==> src/rtl/axis_pixel_pipe.sv <==
// axis_pixel_pipe: AXI-Stream pixel processor.
// An input capture stage feeds a fixed-latency, non-stalling arithmetic pipe
// (bypass / invert / Q4.4 gain with saturation). The pipe drains into a
// first-word-fall-through output FIFO. Credit-based input flow control keeps
// the FIFO from ever overflowing.
module axis_pixel_pipe #(
    parameter int CH    = 3,
    parameter int DW    = 8,
    parameter int LAT   = 3,
    parameter int DEPTH = 8
) (
    input  logic                    clk,
    input  logic                    rst,
    input  logic [1:0]              mode,
    input  logic [7:0]              gain,
    input  logic                    s_axis_tvalid,
    output logic                    s_axis_tready,
    input  logic [CH*DW-1:0]        s_axis_tdata,
    input  logic                    s_axis_tlast,
    output logic                    m_axis_tvalid,
    input  logic                    m_axis_tready,
    output logic [CH*DW-1:0]        m_axis_tdata,
    output logic                    m_axis_tlast,
    output logic [$clog2(DEPTH):0]  fifo_level
);

    localparam int W  = CH * DW;
    localparam int AW = $clog2(DEPTH);
    localparam int LW = AW + 1;

    typedef enum logic [1:0] {
        MODE_BYP  = 2'b00,
        MODE_INV  = 2'b01,
        MODE_GAIN = 2'b10,
        MODE_BYP2 = 2'b11
    } mode_e;

    // Stage 0 holds the raw accepted beat; stages 1..LAT hold processed data.
    logic [LAT:0]    r_vld;
    logic [LAT:0]    r_last;
    logic [W-1:0]    r_data [0:LAT];
    mode_e           r_mode;
    logic [7:0]      r_gain;

    logic [W-1:0]    w_proc;
    logic [DW-1:0]   w_x;
    logic [DW+7:0]   w_scaled;
    logic [31:0]     w_inflight;

    logic [W:0]      r_mem [0:DEPTH-1];
    logic [AW-1:0]   r_wptr;
    logic [AW-1:0]   r_rptr;
    logic [LW-1:0]   r_level;

    logic            w_accept;
    logic            w_push;
    logic            w_pop;

    // Credit: every beat in the pipe already owns a FIFO slot, so accept only
    // while pipe occupancy plus FIFO occupancy leaves room.
    assign s_axis_tready = !rst && ((w_inflight + 32'(r_level)) < 32'(DEPTH));
    assign w_accept      = s_axis_tvalid & s_axis_tready;
    assign w_push        = r_vld[LAT];
    assign w_pop         = m_axis_tvalid & m_axis_tready;

    assign m_axis_tvalid                = !rst && (r_level != '0);
    assign {m_axis_tlast, m_axis_tdata} = r_mem[r_rptr];
    assign fifo_level                   = r_level;

    // Count of valid stages currently travelling through the pipe.
    always_comb begin
        w_inflight = '0;
        for (int unsigned i = 0; i <= LAT; i++) begin
            w_inflight = w_inflight + 32'(r_vld[i]);
        end
    end

    // Per-channel arithmetic on the captured beat, using its own mode/gain.
    always_comb begin
        w_proc   = '0;
        w_x      = '0;
        w_scaled = '0;
        for (int unsigned c = 0; c < CH; c++) begin
            w_x      = r_data[0][c*DW +: DW];
            w_scaled = ((DW+8)'(w_x) * (DW+8)'(r_gain) + (DW+8)'(8)) >> 4;
            case (r_mode)
                MODE_INV:  w_proc[c*DW +: DW] = ~w_x;
                MODE_GAIN: w_proc[c*DW +: DW] = (|w_scaled[DW+7:DW]) ? '1 : w_scaled[DW-1:0];
                default:   w_proc[c*DW +: DW] = w_x;
            endcase
        end
    end

    // Control state: stage valid shift register, FIFO pointers and occupancy.
    always_ff @(posedge clk) begin
        if (rst) begin
            r_vld   <= '0;
            r_wptr  <= '0;
            r_rptr  <= '0;
            r_level <= '0;
        end else begin
            r_vld <= {r_vld[LAT-1:0], w_accept};
            if (w_push) begin
                r_wptr <= r_wptr + AW'(1);
            end
            if (w_pop) begin
                r_rptr <= r_rptr + AW'(1);
            end
            r_level <= r_level + LW'(w_push) - LW'(w_pop);
        end
    end

    // Datapath: capture, unconditional stage shift, and FIFO storage write.
    always_ff @(posedge clk) begin
        if (w_accept) begin
            r_data[0] <= s_axis_tdata;
            r_last[0] <= s_axis_tlast;
            r_mode    <= mode_e'(mode);
            r_gain    <= gain;
        end
        r_data[1] <= w_proc;
        r_last[1] <= r_last[0];
        for (int unsigned i = 2; i <= LAT; i++) begin
            r_data[i] <= r_data[i-1];
            r_last[i] <= r_last[i-1];
        end
        if (w_push) begin
            r_mem[r_wptr] <= {r_last[LAT], r_data[LAT]};
        end
    end

endmodule

==> config.mk <==
export PLATFORM = sky130hd
export DESIGN_NAME = axis_pixel_pipe
export DESIGN_NICKNAME = d
export VERILOG_FILES = /design/src/rtl/axis_pixel_pipe.sv
export SDC_FILE = /design/constraint.sdc
export NUM_CORES = 1
export LEC_CHECK = 0
export BUFFER_PORTS_ARGS = -buffer_cell sky130_fd_sc_hd__buf_2
export CORE_MARGIN = 4
export CORE_UTILIZATION = 45
export DETAILED_ROUTE_END_ITERATION = 12
export HOLD_SLACK_MARGIN = 0.15
export MAX_ROUTING_LAYER = met4
export SLEW_MARGIN = 20
export SYNTH_ARGS = -nofsm -noshare
export SYNTH_HDL_FRONTEND = slang
export SYNTH_SLANG_ARGS = --single-unit
==> constraint.sdc <==
create_clock -name clk -period 6.8 [get_ports clk]
set_input_delay 1.02 -clock clk [delete_from_list [all_inputs] [get_ports clk]]
set_output_delay 1.02 -clock clk [all_outputs]
set_load 0.02 [all_outputs]
* After elaboration in Yosys (flattened, before gate mapping)
Memories as Yosys holds them, arrays and structs flattened. A register that Yosys moved wholly into a read port is not among the register bits.
Index checks and enable logic that the tools add are counted.
** Operators by class
- Equal/unequal tests :: 2
- Magnitude comparators :: 1
- $mul :: 3
- Add/subtract/negate cells :: 11
- Reductions and logical operators :: 7
- Multiplexer cells :: 12
- Div/mod/pow operators :: 0
- Shifts and indexed selects :: 0
- Bitwise logic cells :: 5
** Operator list (count)
- $add A16 B4 Y16 const B :: 3
- $mul A8 B8 Y16 :: 3
- $pmux W8 S2 :: 3
- $add A32 B4 Y32 :: 1
- $lt A32 B4 Y1 const B :: 1
- $mux W8 :: 3
- $not A8 Y8 :: 3
- $reduce_or A4 Y1 :: 3
- $add A3 B1 Y3 const B :: 2
- $mux W3 :: 2
- $add A3 B1 Y4 :: 1
- $add A4 B1 Y4 :: 1
- $mux W1 :: 4
- $reduce_bool A4 Y1 :: 1
- $sub A4 B1 Y4 :: 1
- $add A2 B1 Y3 :: 1
- $add A1 B1 Y2 :: 1
- $and A1 B1 Y1 :: 2
- $eq A2 B1 Y1 const B :: 1
- $eq A2 B2 Y1 const B :: 1
- $logic_and A1 B1 Y1 :: 2
- $logic_not A1 Y1 :: 1
** Word-level totals
- Bits in latches :: 0
- Bits in writable memories :: 296
- Memories :: 2
- Logic and storage cells :: 51
- Memory bits (read-only) :: 0
- Register bits :: 28
- Output and inout port bits :: 31
- Input bits :: 39
** Memories
- r_mem :: words 8, width 25, read ports 1, clocked after memory_dff 1, write ports 1, line 50 : logic [W:0] r_mem [0:DEPTH-1];
- r_data :: words 4, width 24, read ports 4, clocked after memory_dff 0, write ports 4, line 41 : logic [W-1:0] r_data [0:LAT];

* Depth between registers and ports, before layout
Gate-level depths: netlist of run 1.
- Depth after elaboration :: 9
- Depth in mapped cells :: 17
- Gate-level depth less buffers :: 16

* Worst setup path after synthesis of run 1
OpenSTA, ideal clock, no wires.
- Kind :: register -> register
- Start point :: reg r_gain[7]
- End point :: mem r_data[1][6] in the netlist's numbering
- Library setup time :: 0.132 ns
- Buffers on the path :: 1
- Required time :: 6.668 ns
- Clock period less this slack :: 4.794 ns
- Setup slack :: 2.006 ns
- Arrival time :: 4.662 ns
- Stages on the path, launching flop included :: 17
- Cells stage by stage :: edfxtp_1 > clkbuf_1 > nand2_1 > fa_1 > fa_1 > inv_1 > fa_1 > inv_1 > fa_1 > inv_1 > ha_1 > and3_1 > a221oi_2 > mux2i_1 > nand4_1 > nor4_4 > a21oi_1
** RTL lines
- start: declaration :: line 43 : logic [7:0] r_gain;
- start signal: assignment :: line 119 : r_gain <= gain;
- end: declaration :: line 41

==> results of run 1 <==
==> synth_stat cells, types with 9 or more instances <==
library cell / count
a21o_1: 17
a21oi_1: 39
a31oi_1: 11
and2_1: 137
clkbuf_1: 51
dfxtp_1: 92
edfxtp_1: 235
fa_1: 113
ha_1: 121
inv_1: 169
mux2_2: 25
mux4_2: 50
nand2_1: 70
nor2_1: 60
nor3_1: 11
o21ai_0: 9
o22ai_1: 25
xnor2_1: 14
xor2_1: 15
==> worst paths after layout <==
check / start / to / slack, ns / depth (start not counted)
max: r_gain[3]$_DFFE_PP_ / r_data[1][1]$_DFF_P_ / 1.36 / 14
min: r_data[1][22]$_DFF_P_ / r_data[2][22]$_DFF_P_ / 0.32 / 0
max reg2reg: r_gain[3]$_DFFE_PP_ / r_data[1][1]$_DFF_P_ / 1.36 / 14
min reg2reg: r_data[1][22]$_DFF_P_ / r_data[2][22]$_DFF_P_ / 0.32 / 0
==> metrics by stage <==
| stage | cells | setup WS [ns] | hold slack (ns) |
|---|---|---|---|
| 2_1_floorplan | 1375 | 2.01 | 0.310 |
| 3_3_place_gp | 1914 | 1.46 | 0.311 |
| 3_5_place_dp | 1914 | 1.37 | 0.312 |
| 4_1_cts | 1978 | 1.35 | 0.318 |
| 5_1_grt | 1979 | 1.03 | 0.326 |
| 6_report | 1979 | 1.36 | 0.318 |
==> final cells by class <==
class	instances	area (µm²)	area share (%)
multi-input combinational	812	8210	41.1
sequential	327	8900	44.6
clock inverter	19	113	0.564
tap	525	657	3.29
inverter	170	638	3.19
timing repair buffer	81	448	2.24
clock buffer	45	1010	5.04
==> logic make-up after synthesis <==
logic type / Yosys count / share of synthesized area (%)
compound gates: 145 / 5.53
xor+xnor: 29 / 1.41
fa+ha+maj: 234 / 21.0
buf+inv: 236 / 5.17
flops: 327 / 49.4
mux: 78 / 7.98
simple gates: 326 / 9.54
==> critical path, stage by stage (launching register included) <==
cell	delay, ns
edfxtp_1	0.89
and2_1	0.26
fa_1	0.45
fa_1	0.47
fa_1	0.54
inv_1	0.05
fa_1	0.52
inv_1	0.04
ha_1	0.35
a21o_1	0.22
a221oi_2	0.42
mux2i_1	0.23
nand4_1	0.14
nor4_4	0.56
a21oi_1	0.14
==> registers in the layout (all words and copies together), names as in the netlist, named ones only <==
signal / cells
r_mode: 2
r_data: 96
r_gain: 8
r_vld: 4
r_rptr: 3
r_last: 4
r_wptr: 3
fifo_level: 4
r_mem: 200
==> routing by layer <==
metal / track usage, % / wire [µm]
met5: - / 0
met4: 3.28 / 542
met3: 2.79 / 1590
met2: 26.5 / 16200
met1: 23.4 / 15800
==> power by group <==
part	internal (mW)	total, mW	switching (mW)
combinational	1.22	2.81	1.60
clock	1.05	1.80	0.750
sequential	2.47	2.71	0.239
total	4.74	7.32	2.58
==> impl_metrics.json, run 1 <==
{
  "irDropWorstVdd_mv": 0.206,
  "async_flop_share_pct": 0,
  "ys_types": 62,
  "final_cell_mix": "edfxtp_1 (235), inv_1 (169), and2_1 (136)",
  "synth.yosys.seq_area_share_pct": 49.4,
  "cts_buffers": 35,
  "synth_warnings": 0,
  "final_cell_area_um2": 20000,
  "cts_tree": "built",
  "grt_pass1_wl_mm": 57.3,
  "critPathKind": "flip-flop to flip-flop",
  "fin_setup_tns_ns": 0,
  "first_pass_iters": 6,
  "die_w_um": 208,
  "place_area_um2": 18800,
  "clock_sinks": 327,
  "clockBufferDepth": 3,
  "initial_core_util_pct": 45.4,
  "gr-total-overflow": 0,
  "critPathRequiredTime_ns": 7.18,
  "netlist_area_um2": 18000,
  "clock_latency_ns": 0.55,
  "cp_max_fo": 24,
  "hold_viol_final": 0,
  "die_h_um": 208,
  "ys.flop_type": "edfxtp_1",
  "rsz0062_at_grt": "no",
  "outcome": "finished, final reports clean",
  "power_mw": 7.32,
  "grt_max_degree": 51,
  "htree_levels": 2,
  "yosys.area.top_type": "edfxtp_1",
  "totalWireLength_mm": 34.1,
  "area_growth_syn_to_layout_pct": 10.9,
  "fin_nets": 1700,
  "core_um2": 39600,
  "worstPathArrival_ns": 5.82,
  "fin_crit_ns": 5.44,
  "drc_errors": 0,
  "gp_congestion": 0.838,
  "grt_usage_pct": 16.8,
  "synth_nets": 1648,
  "maxSlewHeadroom_pct": 35.9,
  "cts.repair.resized": 0,
  "critPathLaunchType": "flip-flop",
  "synthTopCellsByArea": "edfxtp_1 (39%), fa_1 (13%), dfxtp_1 (10%)",
  "drive_gt1_share_pct": 16.4,
  "antenna_cells": 0,
  "yosys.area.top_type_share_pct": 39.2,
  "io_buffers": 69,
  "dp_hpwl_mm": 23.0,
  "drv_cap": 0,
  "final_core_util_pct": 50.4,
  "vias_per_cell": 5.16,
  "pin_count": 70,
  "finClkSkew_ns": 0.0254,
  "period_share_pct": 80.0,
  "drt_iter0_markers": 674,
  "finalSetupViolCount": 0,
  "ctsHoldBuffers": 0,
  "synth-edff-count": 235,
  "clk_pin_slew_ns": 0.06,
  "synthesis.instances": 1375,
  "antenna_found_initial": 0,
  "hp-class": "flip-flop to flip-flop",
  "power.leakage_nw": 8.19,
  "grt_pass1_vias": 10700,
  "postCtsSetupRepairBufs": 0,
  "cellPowerDensity_nw_per_um2": 367,
  "drtAntennaViolNets": 0,
  "syn_area_per_cell_um2": 13.1,
  "crit_path_end_kind": "flip-flop",
  "final_max_slew_viol_count": 0,
  "synth-seq-cells": 327,
  "die_area_um2": 43300,
  "clock.fmax_ghz": 0.184,
  "drt-wirelength-per-cell_um": 17.2,
  "cts-root-buf": "clkbuf_16",
  "final_common_cell": "edfxtp_1",
  "fp-row-count": 73,
  "num-fill-cells": 3461,
  "tightest_slew_ns": 0.961,
  "vias": 10200
}
Power figures use the tool's default switching activity.
==> inputs of run 2 (changes only) <==
- clock period: 6.8 -> 5.15 ns (I/O delays scaled with it)
==> run 2 against run 1 <==
Non-clock buffer count increased by 48; sequential cell count did not move; fmax rose by 10%; wire length up 4.6%; clock power rose by 37%; setup slack got worse by 1.1 ns; die area is the same; power is 36% higher; critical endpoint is now r_data[1][18]$_DFF_P_; highest routed layer unchanged.
==> impl_metrics.json, run 2 (synthesis results as in run 1) <==
{
  "io_buffers": 69,
  "critPathKind": "flip-flop to flip-flop",
  "r2r_slack_ns": 0.22,
  "period_share_pct": 95.8,
  "hp-class": "flip-flop to flip-flop",
  "antenna_found_initial": 0,
  "fin_ws_ns": 0.218,
  "cts_buffers": 35,
  "r2r-start": "r_gain[1]$_DFFE_PP_",
  "fin_nets": 1748,
  "power_mw": 9.93,
  "final_cell_area_um2": 20400,
  "vias": 10500,
  "fp-row-count": 73,
  "vias_per_cell": 5.18,
  "ctsHoldBuffers": 0,
  "drive_gt1_share_pct": 19.4,
  "critPathRequiredTime_ns": 5.55,
  "grt_max_degree": 51,
  "irDropWorstVdd_mv": 0.257,
  "grt_usage_pct": 17.3,
  "clock.fmax_ghz": 0.203,
  "htree_levels": 2,
  "fin_setup_tns_ns": 0,
  "cts_tree": "built",
  "drc_errors": 0,
  "largest_reg_flops": 200,
  "pin_count": 70,
  "place_area_um2": 19100,
  "core_um2": 39600,
  "holdPathEnd": "r_data[3][19]$_DFF_P_",
  "drt-wirelength-per-cell_um": 17.6,
  "drv_cap": 0,
  "reg2reg_depth": 18,
  "worstPathArrival_ns": 5.33,
  "clock_latency_ns": 0.55,
  "clockBufferDepth": 3,
  "cellPowerDensity_nw_per_um2": 486,
  "die_area_um2": 43300,
  "cp_max_fo": 9,
  "final_max_slew_viol_count": 0,
  "outcome": "finished, final reports clean",
  "hold_path_depth": 0,
  "finClkSkew_ns": 0.0250,
  "tightest_slew_ns": 1.04,
  "r2r_end": "r_data[1][18]$_DFF_P_",
  "grt_pass1_wl_mm": 58.3,
  "cts-root-buf": "clkbuf_16",
  "power.leakage_nw": 8.46,
  "die_h_um": 208,
  "final_cell_mix": "edfxtp_1 (235), inv_1 (169), and2_1 (136)",
  "fin_crit_ns": 4.93,
  "rsz0062_at_grt": "yes",
  "crit_path_end_kind": "flip-flop",
  "worst_hold_slack_ns": 0.316,
  "gr-total-overflow": 0,
  "antenna_cells": 0,
  "finalSetupViolCount": 0,
  "critPathLaunchType": "flip-flop",
  "num-fill-cells": 3413,
  "totalWireLength_mm": 35.7,
  "drt_iter0_markers": 579,
  "dp_slack_ns": 0.0625,
  "clock_sinks": 327,
  "grt_pass1_vias": 10800,
  "final_common_cell": "edfxtp_1",
  "hold_viol_final": 0,
  "maxSlewHeadroom_pct": 30.5,
  "first_pass_iters": 5,
  "die_w_um": 208,
  "largest_register": "r_mem",
  "top_regs": "r_mem: 200 flops, r_data: 96 flops, r_gain: 8 flops",
  "initial_core_util_pct": 45.4,
  "gp_congestion": 0.852,
  "clk_pin_slew_ns": 0.06,
  "area_growth_syn_to_layout_pct": 13.4,
  "hold_start": "r_data[2][19]$_DFF_P_",
  "drtAntennaViolNets": 0,
  "dp_hpwl_mm": 23.5
}
run 2: changes by cell type in the layout (fill, tap and decap cells not counted), sizes merged:
cell	before	now
bufinv	0	1
clkinv	17	9
inv	171	174
buf	81	128
clkbuf	45	50
run 2: layout make-up:
type	instances	area, µm²	area share [%]
clock inverter	15	136	0.668
inverter	170	638	3.12
tap	525	657	3.22
sequential	327	8900	43.6
multi-input combinational	812	8240	40.4
timing repair buffer	129	851	4.16
clock buffer	49	1000	4.89
run 2: how the worst max path moves through the flow:
stage                        start                     to  slack (ns)  depth (start not counted)
2_1_floorplan  r_gain[7]$_DFFE_PP_   r_data[1][6]$_DFF_P_        0.36                         16
3_3_place_gp   r_gain[6]$_DFFE_PP_  r_data[1][16]$_DFF_P_        0.18                         15
3_5_place_dp   r_gain[6]$_DFFE_PP_  r_data[1][13]$_DFF_P_        0.06                         13
4_1_cts        r_gain[6]$_DFFE_PP_  r_data[1][13]$_DFF_P_        0.04                         13
5_1_grt        r_gain[7]$_DFFE_PP_  r_data[1][10]$_DFF_P_       0.008                         14
6_report       r_gain[1]$_DFFE_PP_  r_data[1][18]$_DFF_P_        0.22                         18
run 2: per-stage QoR:
step | utilization (%) | std cells
finish | 51.5 | 2027
global route | 51.5 | 2027
CTS | 51.1 | 2012
detailed placement | 48.3 | 1948
global placement | 48.3 | 1948
floorplan | - | 1375
run 2: report_power, final:
part	internal (mW)	switching, mW	total (mW)
Clock	1.43	1.04	2.47
Combinational	1.73	2.20	3.92
Sequential	3.26	0.284	3.54
Total	6.41	3.52	9.93
run 2: critical path: stages, from the launching register on:
cell and delay (ns):
edfxtp_1 0.50, buf_4 0.21, buf_12 0.13, and2_1 0.13, ha_1 0.27, inv_1 0.05
fa_1 0.50, inv_1 0.05, fa_1 0.47, inv_1 0.05, fa_1 0.52, inv_1 0.04
ha_1 0.35, a21o_1 0.18, a21oi_1 0.21, a2111oi_2 0.11, or4_4 0.44, a211oi_4 0.41
a31oi_1 0.16
run 2: metal layers:
metal / up-vias / global-route usage [%] / share of wire, %
met1: 5266 / 23.7 / 46
li1: 4974 / - / -
met2: 212 / 27.1 / 47
met4: 0 / 5.03 / 2.2
met3: 57 / 2.50 / 5.0
met5: - / - / 0
run 2: timing repair:
action | CTS | global route
endpoints found under the setup margin | 0 | 24
buffers inserted | 0 | 14
gates resized for setup | 0 | 9
endpoints found under the hold margin | 0 | 0
